`config.mk`:
```
export PLATFORM = sky130hd
export DESIGN_NAME = ling_accum32
export DESIGN_NICKNAME = d
export VERILOG_FILES = /design/src/rtl/ling_accum32.sv
export SDC_FILE = /design/constraint.sdc
export NUM_CORES = 1
export LEC_CHECK = 0
export BUFFER_PORTS_ARGS = -buffer_cell sky130_fd_sc_hd__buf_4
export CAP_MARGIN = 20
export CORE_UTILIZATION = 40
export CTS_CLUSTER_SIZE = 24
export DETAILED_ROUTE_END_ITERATION = 12
export PLACE_DENSITY = 0.71
export SETUP_SLACK_MARGIN = 0.4
export SYNTH_ARGS = -nofsm -noshare
export SYNTH_HDL_FRONTEND = slang
export SYNTH_SLANG_ARGS = --single-unit
```
`constraint.sdc`:
```
create_clock -name clk -period 8.8 [get_ports clk]
set_input_delay 0.88 -clock clk [delete_from_list [all_inputs] [get_ports clk]]
set_output_delay 0.88 -clock clk [all_outputs]
set_load 0.05 [all_outputs]
```
`src/rtl/ling_accum32.sv`:
```
// ling_accum32: streaming 32-bit packet accumulator on a sparse-4 Ling adder.
// Ports: clk, rst (sync, active-high); in_valid/in_ready/in_data/in_last
//        input stream; out_valid/out_ready/out_sum/out_count/out_carry/
//        out_ovf result handshake and sticky flags. MAX_TERMS: 1..255.

// J32_node_adder: carry-less 32-bit Ling adder, s = a + b mod 2^32.
// Ports: a, b operands; s sum.
module J32_node_adder (
    input  logic [31:0] a,
    input  logic [31:0] b,
    output logic [31:0] s
);

    // Ling pseudo-carry H[i] = g[i] | t[i-1] & H[i-1]; real carry out of
    // bit i is t[i] & H[i]. Prefix is resolved only at every 4th bit
    // (Kogge-Stone over 8 nibble groups), then filled in inside each nibble.
    function automatic logic [31:0] ling_sum(
        input logic [31:0] x,
        input logic [31:0] y
    );
        logic [31:0] g, t, p, eg, et, lg, lt, h;
        logic [7:0]  bg, bt;
        g  = x & y;
        t  = x | y;
        p  = x ^ y;
        eg = g;
        et = {t[30:0], 1'b0};
        for (int k = 0; k < 8; k++) begin
            lg[4*k] = eg[4*k];
            lt[4*k] = et[4*k];
            for (int j = 1; j < 4; j++) begin
                lg[4*k+j] = eg[4*k+j] | (et[4*k+j] & lg[4*k+j-1]);
                lt[4*k+j] = et[4*k+j] & lt[4*k+j-1];
            end
            bg[k] = lg[4*k+3];
            bt[k] = lt[4*k+3];
        end
        // Descending k keeps level-d operands from the previous level.
        for (int d = 1; d < 8; d = d * 2) begin
            for (int k = 7; k >= 0; k--) begin
                if (k >= d) begin
                    bg[k] = bg[k] | (bt[k] & bg[k-d]);
                    bt[k] = bt[k] & bt[k-d];
                end
            end
        end
        for (int k = 0; k < 8; k++) begin
            for (int j = 0; j < 4; j++) begin
                if (k == 0) begin
                    h[4*k+j] = lg[4*k+j];
                end else begin
                    h[4*k+j] = lg[4*k+j] | (lt[4*k+j] & bg[k-1]);
                end
            end
        end
        return p ^ {t[30:0] & h[30:0], 1'b0};
    endfunction

    assign s = ling_sum(a, b);

endmodule

module ling_accum32 #(
    parameter int MAX_TERMS = 16
) (
    input  logic        clk,
    input  logic        rst,
    input  logic        in_valid,
    output logic        in_ready,
    input  logic [31:0] in_data,
    input  logic        in_last,
    output logic        out_valid,
    input  logic        out_ready,
    output logic [31:0] out_sum,
    output logic [7:0]  out_count,
    output logic        out_carry,
    output logic        out_ovf
);

    localparam logic       ACCUM = 1'b0;
    localparam logic       HOLD  = 1'b1;
    localparam logic [7:0] MAX_C = 8'(MAX_TERMS);

    logic        state;
    logic [31:0] acc;
    logic [7:0]  cnt;
    logic        carry_f;
    logic        ovf_f;

    logic [31:0] s;
    logic [7:0]  cnt_inc;
    logic        cout;
    logic        ovf;
    logic        accept;
    logic        close;

    J32_node_adder u_add (
        .a (acc),
        .b (in_data),
        .s (s)
    );

    // The adder has no carry-out, so both flags are rebuilt from bit 31.
    assign cout = (acc[31] & in_data[31])
                | ((acc[31] ^ in_data[31]) & ~s[31]);
    assign ovf  = (acc[31] == in_data[31]) & (s[31] != acc[31]);

    assign in_ready  = (state == ACCUM);
    assign out_valid = (state == HOLD);
    assign accept    = in_valid & in_ready;
    assign cnt_inc   = cnt + 8'd1;
    assign close     = in_last | (cnt_inc == MAX_C);

    assign out_sum   = acc;
    assign out_count = cnt;
    assign out_carry = carry_f;
    assign out_ovf   = ovf_f;

    always_ff @(posedge clk) begin
        if (rst) begin
            state   <= ACCUM;
            acc     <= '0;
            cnt     <= '0;
            carry_f <= 1'b0;
            ovf_f   <= 1'b0;
        end else begin
            case (state)
                ACCUM: begin
                    if (accept) begin
                        acc     <= s;
                        cnt     <= cnt_inc;
                        carry_f <= carry_f | cout;
                        ovf_f   <= ovf_f | ovf;
                        if (close) state <= HOLD;
                    end
                end
                default: begin
                    if (out_ready) begin
                        acc     <= '0;
                        cnt     <= '0;
                        carry_f <= 1'b0;
                        ovf_f   <= 1'b0;
                        state   <= ACCUM;
                    end
                end
            endcase
        end
    end

endmodule
```
### Word-level counts from Yosys, hierarchy flattened

Cells that the tools add are included.

* $add $sub $neg: 1
* equal/unequal tests: 4
* muxes and demuxes: 15
* bitwise logic cells: 170
* reduce and logical (&&, ||, !) cells: 2

Operators by type and width (count)
* 32-bit two-way mux: 3
* 1-bit bitwise AND: 95
* 1-bit OR: 67
* 32-bit XOR: 2
* 31-bit bitwise AND: 2
* 31-bit OR: 1
* 8-bit two-way mux: 3
* 1-bit two-way mux: 9
* 8-bit by 1-bit adder with 8-bit output (second input constant): 1
* 8-bit by 5-bit == test with 1-bit output (second input constant): 1
* 2-bit inequality test (second input constant): 1
* 1-bit NOT: 2
* 2-bit AND reduction: 1
* 2-bit nonzero test: 1
* 1-bit == test: 1
* 1-bit inequality test: 1
* 1-bit XOR: 1

* bits in registers: 43
* input port bits: 37
* output and inout bits: 44
* logic and storage cells: 197

### Longest topological paths before layout

* depth after elaboration: 22
* mapped depth: 16

### Modules after synthesis

Synthesis repeated with hierarchy kept, for this count alone.

* cell total of the unflattened synthesis: 437
* area, all modules: 3718.6 um^2

By module, submodules not included
* J32_node_adder: instances 1, cells an instance 263, area an instance 2089.5 um^2, seq. area each 0.0 um^2
* ling_accum32: instances 1, cells an instance 174, area an instance 1629.1 um^2, seq. area each 860.8 um^2

### Least setup slack after synthesis

No wires, ideal clock.

* path kind: input -> register
* from: input in_data[0]
* to: register ovf_f, in the netlist out_ovf
* setup time: 65 ps
* arrival: 3743 ps
* path slack: 4991 ps
* cell stages on the path: 16
* buffers on the path: 0
* path through: ha_1 -> inv_1 -> fa_1 -> fa_1 -> nand2b_1 -> a21oi_4 -> o21ai_2 -> a22oi_4 -> a311oi_1 -> nor3_1 -> nor2_1 -> fa_1 -> xnor2_1 -> nor3_1 -> a21oi_1 -> nor2_1

* longest elaborated chain between the ends: 20
* elaborated cells between the ends (all ways): 21
* classes of those cells: eq/ne (1); mux (2); bitwise (18)

RTL lines
* start, declared: line 70 `input logic [31:0] in_data,`
* 31-bit OR / 31-bit bitwise AND (equally long branches): line 24, 23
* 1-bit bitwise AND (*): line 32 `lg[4*k+j] = eg[4*k+j] | (et[4*k+j] & lg[4*k+j-1]);`
* 1-bit OR (*): line 32
* 1-bit bitwise AND (*): line 32
* 1-bit OR (*): line 32
* 1-bit bitwise AND (*): line 32
* 1-bit OR (*): line 32
* 1-bit bitwise AND (*): line 42 `bg[k] = bg[k] | (bt[k] & bg[k-d]);`
* [4 not listed]
* 1-bit OR (*): line 52 `h[4*k+j] = lg[4*k+j] | (lt[4*k+j] & bg[k-1]);`
* 31-bit bitwise AND (*): line 56 `return p ^ {t[30:0] & h[30:0], 1'b0};`
* 32-bit XOR (*): line 56
* 1-bit inequality test (*): line 106 `assign ovf = (acc[31] == in_data[31]) & (s[31] != acc[31]);`
* 1-bit bitwise AND (*): line 106
* 1-bit OR (*): line 133 `ovf_f <= ovf_f | ovf;`
* 1-bit two-way mux (*): line 129 `if (accept) begin`
* 1-bit two-way mux (*): line 127 `case (state)`
* end signal, assigned: line 133
* end, declared: line 88 `logic ovf_f;`

Mark *: on every way between the ends. The rest lies on a longest branch, timed or not. The select of a mux whose other input is x is not followed.
A chain may end at the register's enable or synchronous reset.

### Worst setup path in the final report

Same ends and word-level chain as after synthesis.

==> results.md <==
- Post-synthesis simple-gate area fraction: 17.95%
- Cell family with most CP delay: adder cells
- CTS Hold Bufs: 0
- CP max-delay cell: fa_1
- # resized after CTS: 0
- CTS tree: done
- Status: finished, final reports clean
- Fraction of layout cells with a size suffix above 1: 19.58%
- Tightest Hold Check Type: flip-flop to flip-flop
- Arrival @ worst endpoint: 4.09 ns
- Max-cap violations: 0
- Antenna Cells: 0
- Routed len/inst: 12.63 um
- Yosys cell types: 52
- Core box area: 8678 sq um
- Worst path buffer plus inverter count: 2
- GRT overflow: 0
- Die width: 96.45 um
- Placer Congestion: 0.7813
- Detailed Routing Iterations Pass 1: 4
- Non-Filler Instances: 634
- CP Data Required Time: 8.99 ns
- Crit path max fanout: 8
- CP most frequent cell: fa_1
- Crit-path cells: buf_4 > ha_1 > inv_1 > fa_1 > fa_1 > nand2b_1 > a21oi_4 > o21ai_2 > a22oi_4 > a311oi_1 > nor3_1 > nor2_1 > fa_1 > xnor2_1 > nor3_1 > a21oi_1 > nor2_1
- Initial DRC Count: 91
- Ys flop type: dfxtp_1
- Cell count after placement: 625
- Avg Cell Area, Syn: 8.019 sq um
- Setup TNS: 0 ns
- CP Capture Type: flip-flop
- Multiplexer share of the synthesized area: 0.2805%
- Main combinational cell family by area after synthesis: adder cells
- Post-CTS Setup Repair Bufs: 0
- Clock Tree Buf Depth: 2
- Slew HR: 40.90%
- Complex-gate fraction of the synthesized area: 18.76%
- Lkg Pwr: 2.117 nW
- # port buffers: 80
- Ys Warns: 0
- Final HPWL DP: 6.192 mm
- Fin area: 4410 sq um
- Critical path type: input pin to flip-flop
- Clock Latency Late Sink: 0.30 ns
- Hold Fails Final Rpt: 0
- Root Driver: clkbuf_8
- Clock Skew: 0.01508 ns
- Final ANT Viol Nets: 0
- Fillcell total: 838
- Peak supply drop: 0.09383 mV
- Clk sinks: 43
- Row count: 34
- Die span in y: 96.45 um
- Post-synthesis cell area: 3568 sq um
- Die area: 9303 sq um
- Setup-failing EPs final: 0
- Htree depth: 2
- DP Area: 4282 sq um
- First-pass GRT wire length: 13.22 mm
- Initial Utilization: 41.12%
- Nets: 632
- Slew of the pin with the lowest slew margin: 0.8865 ns
- CP Launch Type: input pin
- Number of synthesized register bits: 43
- Final Slew Violations: 0
- Post-synthesis adder-cell area fraction: 25.81%
- Asr flop ratio synth: 0%
- Critical Path Max Stage Delay: 0.47 ns
- Power Density: 163.2 nW/um^2
- Vias per inst: 5.104
- GRT Total Usage: 17.94%
- Achievable Freq: 256.1 MHz
- Initial antenna violation count: 0
- DRC viols: 0
- Mapped Cells: 445
- Sequential fraction of the synthesis area: 24.12%
- Via count: 3236
- Vias in the first global route: 3073
- EDFF count, synth: 0
- Final WL: 8.007 mm
- CTS Buf Count: 5
- Clock transition at path regs: 0.09 ns
- Synth Area in XOR/XNOR: 4.663%
- Tmin final: 3.904 ns
- RSZ-0062 raised after global routing: no
- Synthesized Nets: 552
- Area Overhead vs Synth: 23.60%
- Final Cycle Share: 44.37%
- Largest net degree at the start of global routing: 26
- Ports: 81
## per-layer routing
layer / GRT usage (%) / routed length [um]
met5: 0 / 0
met4: 4.657 / 51
met3: 4.460 / 489
met2: 31.16 / 3734
met1: 22.02 / 3732
## final timing paths
| path | start | to | slack [ns] | cells past startpoint |
|---|---|---|---|---|
| setup / recovery | in_data[0] | out_ovf | 4.90 | 17 |
| hold / removal | out_sum[17] | out_sum[17] | 0.50 | 2 |
| setup reg to reg | out_sum[0] | out_ovf | 5.17 | 16 |
| hold reg to reg | out_sum[17] | out_sum[17] | 0.50 | 2 |
## metrics by stage
| stage | hold WS [ns] | setup slack (ns) | util, % | total power [mW] |
|---|---|---|---|---|
| after floorplan | 0.6852 | 4.991 | - | 0.4687 |
| after global placement | 0.4814 | 4.695 | 49.34 | 0.5464 |
| after detailed placement | 0.4894 | 4.575 | 49.34 | 0.5559 |
| after CTS | 0.5026 | 4.889 | 50.74 | 0.7267 |
| after global routing | 0.5289 | 4.656 | 50.82 | 0.7697 |
| final | 0.4983 | 4.896 | 50.82 | 0.7199 |
## tightest hold or removal path, stage by stage (launching register included)
cell,delay (ns)
dfxtp_1,0.34
nand2_1,0.06
o21ai_0,0.06
## cells in the mapped netlist (all sizes together), types with 2 or more instances
cell type | number | area share [%]
and3 | 5 | 0.88
nand2b | 6 | 1.1
dfxtp | 43 | 24
nor2b | 3 | 0.53
or4 | 2 | 0.53
fa | 6 | 3.4
a22oi | 12 | 2.9
xor2 | 3 | 0.74
o31ai | 3 | 1.0
xnor2 | 16 | 3.9
nand3 | 7 | 0.98
nand2 | 30 | 3.2
nor3 | 7 | 0.98
a31oi | 4 | 0.88
ha | 64 | 22
inv | 70 | 7.4
nor4 | 3 | 0.53
o21ai | 25 | 3.6
nand3b | 5 | 1.1
a32o | 4 | 1.1
or3 | 7 | 1.3
o21a | 2 | 0.42
a311oi | 3 | 0.74
nor4b | 2 | 0.49
a211oi | 4 | 0.84
nor2 | 53 | 5.6
clkbuf | 9 | 0.95
o21bai | 4 | 0.84
a21oi | 29 | 4.4
## area by class of cell
cell class                      count  area [sq um]  area share, %
Clock buffer                        6         82.58          1.872
Clock inverter                      2         38.79         0.8794
Inverter                           70         262.8          5.957
Multi-Input combinational cell    322          2407          54.58
Sequential cell                    43         860.8          19.52
Tap cell                          108         135.1          3.064
Timing Repair Buffer               83         623.1          14.13
## where the power goes
group	switching [mW]	total, mW	internal, mW
combinational	0.192	0.312	0.120
clock	0.0748	0.168	0.0935
sequential	0.0237	0.240	0.216
total	0.290	0.720	0.430
## state kept, by name (all words and copies together) (netlist names)
name,cells
out_sum,32
out_count,8
out_carry,1
out_ovf,1
out_valid,1
## cells by family (layout without fill, tap and decap cells)
| family | Yosys count | count (layout) |
|---|---|---|
| flops | 43 | 43 |
| mux | 1 | 1 |
| xor+xnor | 19 | 19 |
| compound gates | 98 | 98 |
| simple gates | 134 | 134 |
| buf+inv | 80 | 161 |
| fa+ha+maj | 70 | 70 |
## layout by cell type, fill, tap and decap left out, types with 6 or more instances in the layout
master    netlist  layout
nand3_1         7       7
o21ai_0        23      23
xnor2_1        16      16
nor2_1         53      53
nor3_1          7       7
fa_1            6       6
buf_4           0      83
a21oi_1        28      28
ha_1           64      64
nand2_1        30      30
inv_1          70      70
dfxtp_1        43      43
a22oi_1        11      11
clkbuf_8        0       6
Note: power is estimated with default switching activity, not from simulation.
